`src/rtl/instr_sequencer_pkg.sv`:
```
// Shared types for the instruction sequencer: instruction/register words,
// FSM state encoding and fault cause codes.
package instr_sequencer_pkg;

    localparam int XLEN_DEFAULT = 32;

    typedef logic [XLEN_DEFAULT-1:0] instruction_t;
    typedef logic [XLEN_DEFAULT-1:0] register_t;

    typedef enum logic [2:0] {
        S_IDLE,
        S_FETCH_REQ,
        S_FETCH_WAIT,
        S_DECODE,
        S_EXECUTE,
        S_WRITEBACK,
        S_HALT
    } seq_state_t;

    typedef enum logic [1:0] {
        FAULT_NONE     = 2'd0,
        FAULT_ILLEGAL  = 2'd1,
        FAULT_TIMEOUT  = 2'd2,
        FAULT_MISALIGN = 2'd3
    } fault_cause_t;

endpackage

```
`src/rtl/instr_sequencer_timeout_ctr.sv`:
```
// Fetch timeout counter: cleared on entry to FETCH_REQ, counts cycles spent
// in the fetch states and saturates once the budget is used up.
module seq_timeout_ctr #(
    parameter int MEM_TIMEOUT = 255
) (
    input  logic clk,
    input  logic rst,
    input  logic clr,
    input  logic inc,
    output logic expired
);

    localparam int W = $clog2(MEM_TIMEOUT + 1);
    // The count is 0 in the first fetch cycle, so the cycle holding
    // MEM_TIMEOUT-1 is the MEM_TIMEOUT-th fetch cycle.
    localparam logic [W-1:0] LIMIT = W'(MEM_TIMEOUT - 1);

    logic [W-1:0] count;

    // NOTE: state registers use non-blocking assignments so every flop
    // samples pre-edge values regardless of process ordering.
    always_ff @(posedge clk or posedge rst) begin
        if (rst) begin
            count <= '0;
        end else if (clr) begin
            count <= '0;
        end else if (inc && (count != LIMIT)) begin
            count <= count + W'(1);
        end
    end

    assign expired = (count == LIMIT);

endmodule

```
`src/rtl/instr_sequencer.sv`:
```
// Multi-cycle fetch/decode/execute/writeback sequencer with fetch handshake,
// instruction latch and fault reporting. Optional macro: MISALIGN_TRAP_EN.
module instr_sequencer
    import instr_sequencer_pkg::*;
#(
    parameter int XLEN        = XLEN_DEFAULT,
    parameter int MEM_TIMEOUT = 255
) (
    input  logic            clk,
    input  logic            rst,
    input  logic            run,
    input  logic [XLEN-1:0] pc,
    output logic            imem_req,
    output logic [XLEN-1:0] imem_addr,
    input  logic            imem_gnt,
    input  logic            imem_rvalid,
    input  logic [XLEN-1:0] imem_rdata,
    input  logic            stall,
    output logic [XLEN-1:0] instr_out,
    output logic            decode_en,
    output logic            exec_en,
    output logic            wb_en,
    output logic            retired,
    output logic            halted,
    output logic [1:0]      fault_cause
);

    seq_state_t   state_q, state_d;
    fault_cause_t cause_q, cause_d;
    logic [XLEN-1:0] instr_q;
    logic ctr_clr, ctr_inc, expired, misaligned, illegal;

`ifdef MISALIGN_TRAP_EN
    assign misaligned = (pc[1:0] != 2'b00);
    assign imem_addr  = pc;
`else
    assign misaligned = 1'b0;
    assign imem_addr  = pc & ~XLEN'(3);
`endif

    assign illegal = (instr_q[1:0] != 2'b11) || (instr_q == '0) || (&instr_q);

    seq_timeout_ctr #(.MEM_TIMEOUT(MEM_TIMEOUT)) u_timeout (
        .clk     (clk),
        .rst     (rst),
        .clr     (ctr_clr),
        .inc     (ctr_inc),
        .expired (expired)
    );

    // NOTE: every output of this block gets a default before the case so
    // no path leaves a signal unassigned and no latch is inferred.
    always_comb begin
        state_d   = state_q;
        cause_d   = cause_q;
        imem_req  = 1'b0;
        decode_en = 1'b0;
        exec_en   = 1'b0;
        wb_en     = 1'b0;
        retired   = 1'b0;
        halted    = 1'b0;
        ctr_inc   = 1'b0;
        case (state_q)
            S_IDLE: begin
                if (run) state_d = S_FETCH_REQ;
            end
            S_FETCH_REQ: begin
                ctr_inc = 1'b1;
                if (misaligned) begin
                    state_d = S_HALT;
                    cause_d = FAULT_MISALIGN;
                end else begin
                    imem_req = 1'b1;
                    // A grant in the expiry cycle still wins over the timeout.
                    if (imem_gnt) begin
                        state_d = S_FETCH_WAIT;
                    end else if (expired) begin
                        state_d = S_HALT;
                        cause_d = FAULT_TIMEOUT;
                    end
                end
            end
            S_FETCH_WAIT: begin
                ctr_inc = 1'b1;
                if (imem_rvalid) begin
                    state_d = S_DECODE;
                end else if (expired) begin
                    state_d = S_HALT;
                    cause_d = FAULT_TIMEOUT;
                end
            end
            S_DECODE: begin
                decode_en = 1'b1;
                if (illegal) begin
                    state_d = S_HALT;
                    cause_d = FAULT_ILLEGAL;
                end else begin
                    state_d = S_EXECUTE;
                end
            end
            S_EXECUTE: begin
                // The branch unit advances the PC on every enable, so this
                // fires exactly once per instruction.
                if (!stall) begin
                    exec_en = 1'b1;
                    state_d = S_WRITEBACK;
                end
            end
            S_WRITEBACK: begin
                wb_en   = 1'b1;
                retired = 1'b1;
                state_d = run ? S_FETCH_REQ : S_IDLE;
            end
            S_HALT: begin
                halted = 1'b1;
            end
            default: begin
                state_d = S_IDLE;
            end
        endcase
    end

    assign ctr_clr = (state_d == S_FETCH_REQ) && (state_q != S_FETCH_REQ);

    always_ff @(posedge clk or posedge rst) begin
        if (rst) begin
            state_q <= S_IDLE;
            cause_q <= FAULT_NONE;
            instr_q <= '0;
        end else begin
            state_q <= state_d;
            cause_q <= cause_d;
            if ((state_q == S_FETCH_WAIT) && imem_rvalid) instr_q <= imem_rdata;
        end
    end

    assign instr_out   = instr_q;
    assign fault_cause = cause_q;

endmodule

```
`config.mk`:
```
export PLATFORM = sky130hd
export DESIGN_NAME = instr_sequencer
export DESIGN_NICKNAME = d
export VERILOG_FILES = /design/src/rtl/instr_sequencer_pkg.sv /design/src/rtl/instr_sequencer_timeout_ctr.sv /design/src/rtl/instr_sequencer.sv
export SDC_FILE = /design/constraint.sdc
export NUM_CORES = 1
export LEC_CHECK = 0
export CAP_MARGIN = 15
export CORE_ASPECT_RATIO = 1.25
export CORE_MARGIN = 8
export CORE_UTILIZATION = 33
export CTS_CLUSTER_SIZE = 24
export DETAILED_ROUTE_END_ITERATION = 16
export GPL_TIMING_DRIVEN = 0
export MAX_ROUTING_LAYER = met4
export PLACE_DENSITY = 0.88
export RECOVER_POWER = 50
export SYNTH_ARGS = -nofsm -noshare
export SYNTH_HDL_FRONTEND = slang
export SYNTH_SLANG_ARGS = --single-unit
```
`constraint.sdc`:
```
create_clock -name clk -period 1.5 [get_ports clk]
set_input_delay 0.3 -clock clk [delete_from_list [all_inputs] [get_ports clk]]
set_output_delay 0.3 -clock clk [all_outputs]
set_load 0.02 [all_outputs]
```
* Word-level counts from Yosys, hierarchy flattened
Index checks and enable logic that the tools add are counted.
W data, S select, Z words.
** Operators by class
- Add/subtract/negate cells :: 1
- Multipliers :: 0
- Div/mod/pow operators :: 0
- Order comparisons :: 0
- Eq/ne operators :: 14
- Shift operators :: 0
- Muxes and demuxes :: 22
- Bitwise operators :: 0
- Reductions and logical operators :: 12
** Operator list (count)
- $logic_not A32 Y1 :: 1
- $reduce_and A32 Y1 :: 1
- $pmux W3 S7 :: 1
- $mux W8 :: 2
- $mux W3 :: 5
- $mux W2 :: 5
- $eq A3 B3 Y1 const B :: 3
- $add A8 B1 Y8 const B :: 1
- $eq A8 B8 Y1 const B :: 1
- $mux W1 :: 8
- $ne A2 B2 Y1 const B :: 4
- $ne A8 B8 Y1 const B :: 1
- $eq A3 B1 Y1 const B :: 2
- $eq A3 B2 Y1 const B :: 2
- $pmux W2 S3 :: 1
- $reduce_and A4 Y1 :: 1
- $logic_and A1 B1 Y1 :: 3
- $logic_not A3 Y1 :: 1
- $ne A3 B1 Y1 const B :: 1
- $reduce_bool A3 Y1 :: 1
- $logic_or A1 B1 Y1 :: 2
- $reduce_bool A2 Y1 :: 1
- $reduce_or A2 Y1 :: 1
** Word-level totals
- Register bits :: 45
- Bits in latches :: 0
- Memory bits (writable) :: 0
- Bits in read-only memories :: 0
- Bits of input ports :: 70
- Output and inout port bits :: 72
- Logic and storage cells :: 53
- Memories kept :: 0

* Depth between registers and ports, before layout
- Word-level depth :: 8
- Mapped depth :: 6
- Gate-level depth less buffers :: 6

* Modules after synthesis
A second synthesis with hierarchy kept.
** Unflattened totals
- Cells, all modules :: 198
- Area, all modules :: 2313.5 µm²
** Modules (own cells, without submodules)
- instr_sequencer :: times used 1, cells an instance 146, area an instance 1813.0 µm², sequential area each 925.9 µm²
- seq_timeout_ctr :: times used 1, cells an instance 52, area an instance 500.5 µm², sequential area each 200.2 µm²

* Worst setup path after synthesis
Ideal clock, no wire load.
- Path kind :: reg-to-reg
- Start point :: register state_q[0]
- End point :: register instr_q[0] (netlist: instr_out[0])
- Setup time :: 125 ps
- Arrival :: 1555 ps
- Data required time :: 1375 ps
- Setup slack :: -180 ps
- Cell stages (with the launch flop) :: 6
- Buffers on the path :: 2
- Period minus slack after synthesis :: 1680 ps
- Cells stage by stage :: dfrtp_1 > buf_2 > nand2b_1 > nor3b_2 > buf_4 > mux2_2
** On the way
- Word-level cells in the longest chain between the ends :: 2
** RTL lines
- start, declared :: line instr_sequencer.sv:28 : seq_state_t state_q, state_d;
- start signal, assigned :: line instr_sequencer.sv:131 : state_q <= state_d;
- $eq A3 B2 Y1 :: line instr_sequencer.sv:133 : if ((state_q == S_FETCH_WAIT) && imem_rvalid) instr_q <= imem_rdata;
- $logic_and A1 B1 Y1 :: line instr_sequencer.sv:133
- end signal, assigned :: line instr_sequencer.sv:133
- end, declared :: line instr_sequencer.sv:30 : logic [XLEN-1:0] instr_q;
Every way passes these cells.
A chain may end at the register's enable or synchronous reset.

* Final worst setup path
- Start point :: register u_timeout.count[0]
- End point :: register u_timeout.count[7]
** On the way
- Word-level cells in the longest chain between the ends :: 7
- Elaborated cells on any way between the ends :: 13
- Those cells by class :: add/sub: 1; eq/ne: 3; mux: 6; reduce/logical: 3
** RTL lines
- start, declared :: line instr_sequencer_timeout_ctr.sv:18 : logic [W-1:0] count;
- start signal, assigned :: line instr_sequencer_timeout_ctr.sv:28 : count <= count + W'(1);
- $eq A8 B8 Y1 :: line instr_sequencer_timeout_ctr.sv:32 : assign expired = (count == LIMIT);
- $mux W3 :: line instr_sequencer.sv:77, instr_sequencer.sv:87
- $mux W3, on equally long branches :: line instr_sequencer.sv:85, instr_sequencer.sv:75
- $pmux W3 S7 :: line instr_sequencer.sv:63 : case (state_q)
- $eq A3 B1 Y1 :: line instr_sequencer.sv:123 : assign ctr_clr = (state_d == S_FETCH_REQ) && (state_q != S_FETCH_REQ);
- $logic_and A1 B1 Y1 :: line instr_sequencer.sv:123
- $mux W8 or $reduce_bool A2 Y1 (tied branches)
Parallel ways exist; a longest one is shown, timed or not. The select of a mux whose other input is x is not followed.

==> metrics.md <==
| Metric | Value |
|---|---|
| Status | `complete, but fails checks` |
| Failing checks | `negative setup slack` |
| Final #Nets | `416` |
| # setup viols final | `48` |
| Synth top area share | `50.6%` |
| Setup Skew | `7.85 ps` |
| Number of clock buffers inserted by TritonCTS | `5` |
| Crit-path max FO | `6` |
| GRT overflow | `0` |
| Pwr dens | `1770 nW/um2` |
| Compound-Gate Fraction of Synth Area | `6.18%` |
| Synth Area in Adders | `1.12%` |
| Standard-cell row count | `33` |
| Clock sink total | `45` |
| Post-Synth Simple-Gate Area | `10.6%` |
| First DRT Iteration DRCs | `133` |
| Largest family of logic cells by synthesized area | `multiplexers` |
| Initial antenna violation count | `0` |
| Final Hold Viols | `0` |
| Worst setup SP type | `flop` |
| Synth Cell Area | `2230 um2` |
| Via/cell ratio | `4.87` |
| Total power | `7.32 mW` |
| Vias in the first global route | `2178` |
| CP arrival | `1970 ps` |
| Drt pass-1 iters | `4` |
| Antenna-violating nets left | `0` |
| P_sw | `2.89 mW` |
| Gr usage total | `15.0%` |
| Seq/Total Area, Yosys | `50.6%` |
| Synth Register Bits | `45` |
| Finished Core Util | `62.9%` |
| Number of synthesized flops with an enable pin | `0` |
| Setup crit start | `u_timeout.count[0]` |
| Critical path endpoint category | `flop` |
| Fraction of final layout cells sized beyond drive strength 1 | `42.9%` |
| Dpl cells | `388` |
| Relative slew slack | `45.3%` |
| Clock buffer depth | `2` |
| Max IR drop VDD | `1.16 mV` |
| Critical path class | `reg -> reg` |
| Final WS setup | `-273 ps` |
| Clock Tree Root | `clkbuf_8` |
| R2R Path Start | `u_timeout.count[0]` |
| Final Cell Area | `4130 um2` |
| N_diodes | `0` |
| Clock Power Share | `9.5%` |
| Non-filler cells in the finished layout | `430` |
| Area leader, netlist | `dfrtp_1` |
| Core ar. | `6570 um2` |
| Final Cycle Share | `118%` |
| Synthesized instance count | `192` |
| Mux contribution to synthesized area | `16.6%` |
| Post-synth top cells | `45 x dfrtp_1, 36 x buf_4, 31 x mux2_2` |
| Synthesized area per cell | `11.6 um2` |
| Htree depth | `2` |
| Final min period | `1770 ps` |
| Total number of vias | `2093` |
| Cell area after placement | `3470 um2` |
| Initial cell density of the core | `33.9%` |
| Largest net degree at the start of global routing | `27` |
| Most common cell in the netlist | `dfrtp_1` |
| Worst Hold Class | `reg -> reg` |
| Hold Crit Start | `fault_cause[0]` |
| PortBufs | `107` |
| Wire per inst | `18.3 um` |
| Combinational share of power | `60.7%` |
| Post-Synth XOR/XNOR Area | `1.18%` |
| Max Clk Rate | `564 MHz` |
| Sequential power share | `29.8%` |
| Slew Viols, Final | `0` |
| Async SR Flop Fraction | `100%` |
| Die Width | `89.5 um` |
| Die Y | `108 um` |
| Area Growth Syn to Fin | `85.3%` |
| Internal | `4.43 mW` |
| Die ar. | `9650 um2` |
| Skew-Pair Late Insertion Delay | `290 ps` |
| First-pass GRT wire length | `10.8 mm` |
| Switching fraction of total power | `39.5%` |
| RSZ-0062 raised after global routing | `yes` |
| Drc violations | `0` |
| Worst-path clk slew | `80 ps` |
| Req. time, crit path | `1700 ps` |
| Worst Tran Pin Value | `820 ps` |
| Static leakage | `1.86 nW` |
| Post-synth top flop | `dfrtp_1` |
| Num ports | `142` |
| Synth unique cells | `33` |
| Area contributors post-synth | `dfrtp_1 51%, mux2_2 16%, buf_4 12%` |
| Final GP Congestion | `0.797` |
| DP HPWL | `5.22 mm` |
| CTS tree | `built` |
| Post-Route Setup TNS | `-6320 ps` |
| WL final | `7.86 mm` |
| # hold bufs at CTS | `0` |
| Maxcap violations | `0` |
| Yosys warns | `0` |
-- worst max-delay path: stages (launching register included) --
cell and delay (ps):
dfrtp_1 410, inv_2 90, ha_4 140, nand3_4 70, o211ai_1 420, buf_4 210, buf_6 100, nor3_4 30
mux2i_1 210
-- sequential cells by signal, summed over array words and instances (netlist names) --
register         count
u_timeout.count      8
state_q              3
fault_cause          2
instr_out           32
-- final timing paths --
check	endpoint	slack (ps)	depth (start not counted)
min in group asynchronous	state_q[0]	600	2
worst max-delay path	u_timeout.count[7]	-270	8
worst min register to register	fault_cause[0]	520	1
worst min-delay path	fault_cause[0]	520	1
worst max register to register	u_timeout.count[7]	-270	8
max in group asynchronous	instr_out[29]	180	3
-- layout make-up --
type,count,area (um2)
multi-input cells,104,1090
plain buffers,38,320
inverters,6,28.8
clock inverters,1,5.00
clock buffers,5,68.8
fillers,520,2440
repair buffers,144,1380
flip-flops and latches,45,1130
well taps,87,109
-- cells by family after synthesis --
group / count (synthesis)
DFF: 45
and+or+nand+nor: 44
buffers and inverters: 44
muxes: 33
AOI/OAI and AO/OA: 20
xor gates and xnor gates: 3
adders and majority gates: 2
other: 1
-- placed cells by master, fill, tap and decap left out, types with 2 or more instances in the layout --
master	synthesis	layout
a21oi_2	0	2
a32oi_1	2	2
buf_12	0	3
buf_4	36	62
buf_6	0	11
buf_8	0	4
clkbuf_8	0	5
clkdlybuf4s50_1	0	56
conb_1	1	2
dfrtp_1	45	44
dlygate4sd2_1	0	34
dlygate4sd3_1	0	11
inv_1	6	3
mux2_2	31	4
mux2_4	0	28
nand2_1	9	7
nand2_2	0	2
nand2b_4	0	2
nand3_1	5	4
nand4_1	9	9
nor2_1	7	3
nor2_4	0	3
nor3_4	0	2
nor4_2	0	2
o211ai_1	3	3
o21ai_0	4	3
o31ai_1	4	3
or4_1	2	2
-- timing repair --
item | CTS | global route
gates resized for setup | 120 | 27
gates cloned | 2 | 1
pin swaps | 15 | 10
buffers inserted | 24 | 10
endpoints found under the setup margin | 83 | 50
-- metal layers --
layer	track usage (%)	vias up	part of all wire [%]
li1	-	944	-
met1	16.1	1023	38
met2	25.2	119	51
met3	5.19	7	10
met4	4.65	0	1.1
met5	-	-	0
-- power by group through the flow --
stage / Combinational, mW / Sequential, mW / Clock, mW
CTS: 3.91 / 2.16 / 0.716
detailed placement: 3.31 / 2.20 / 0
finish: 4.44 / 2.18 / 0.697
floorplan: 1.31 / 2.67 / 0
global placement: 3.24 / 2.16 / 0
global route: 4.66 / 2.24 / 0.766
-- through the flow --
step / hold slack (ps) / setup slack, ps
after floorplan: 435 / -62.8
final: 516 / -273
after global routing: 529 / -289
after CTS: 348 / -167
after global placement: 474 / -803
after detailed placement: 484 / -491
No activity file was read; power rests on OpenSTA's default activity.
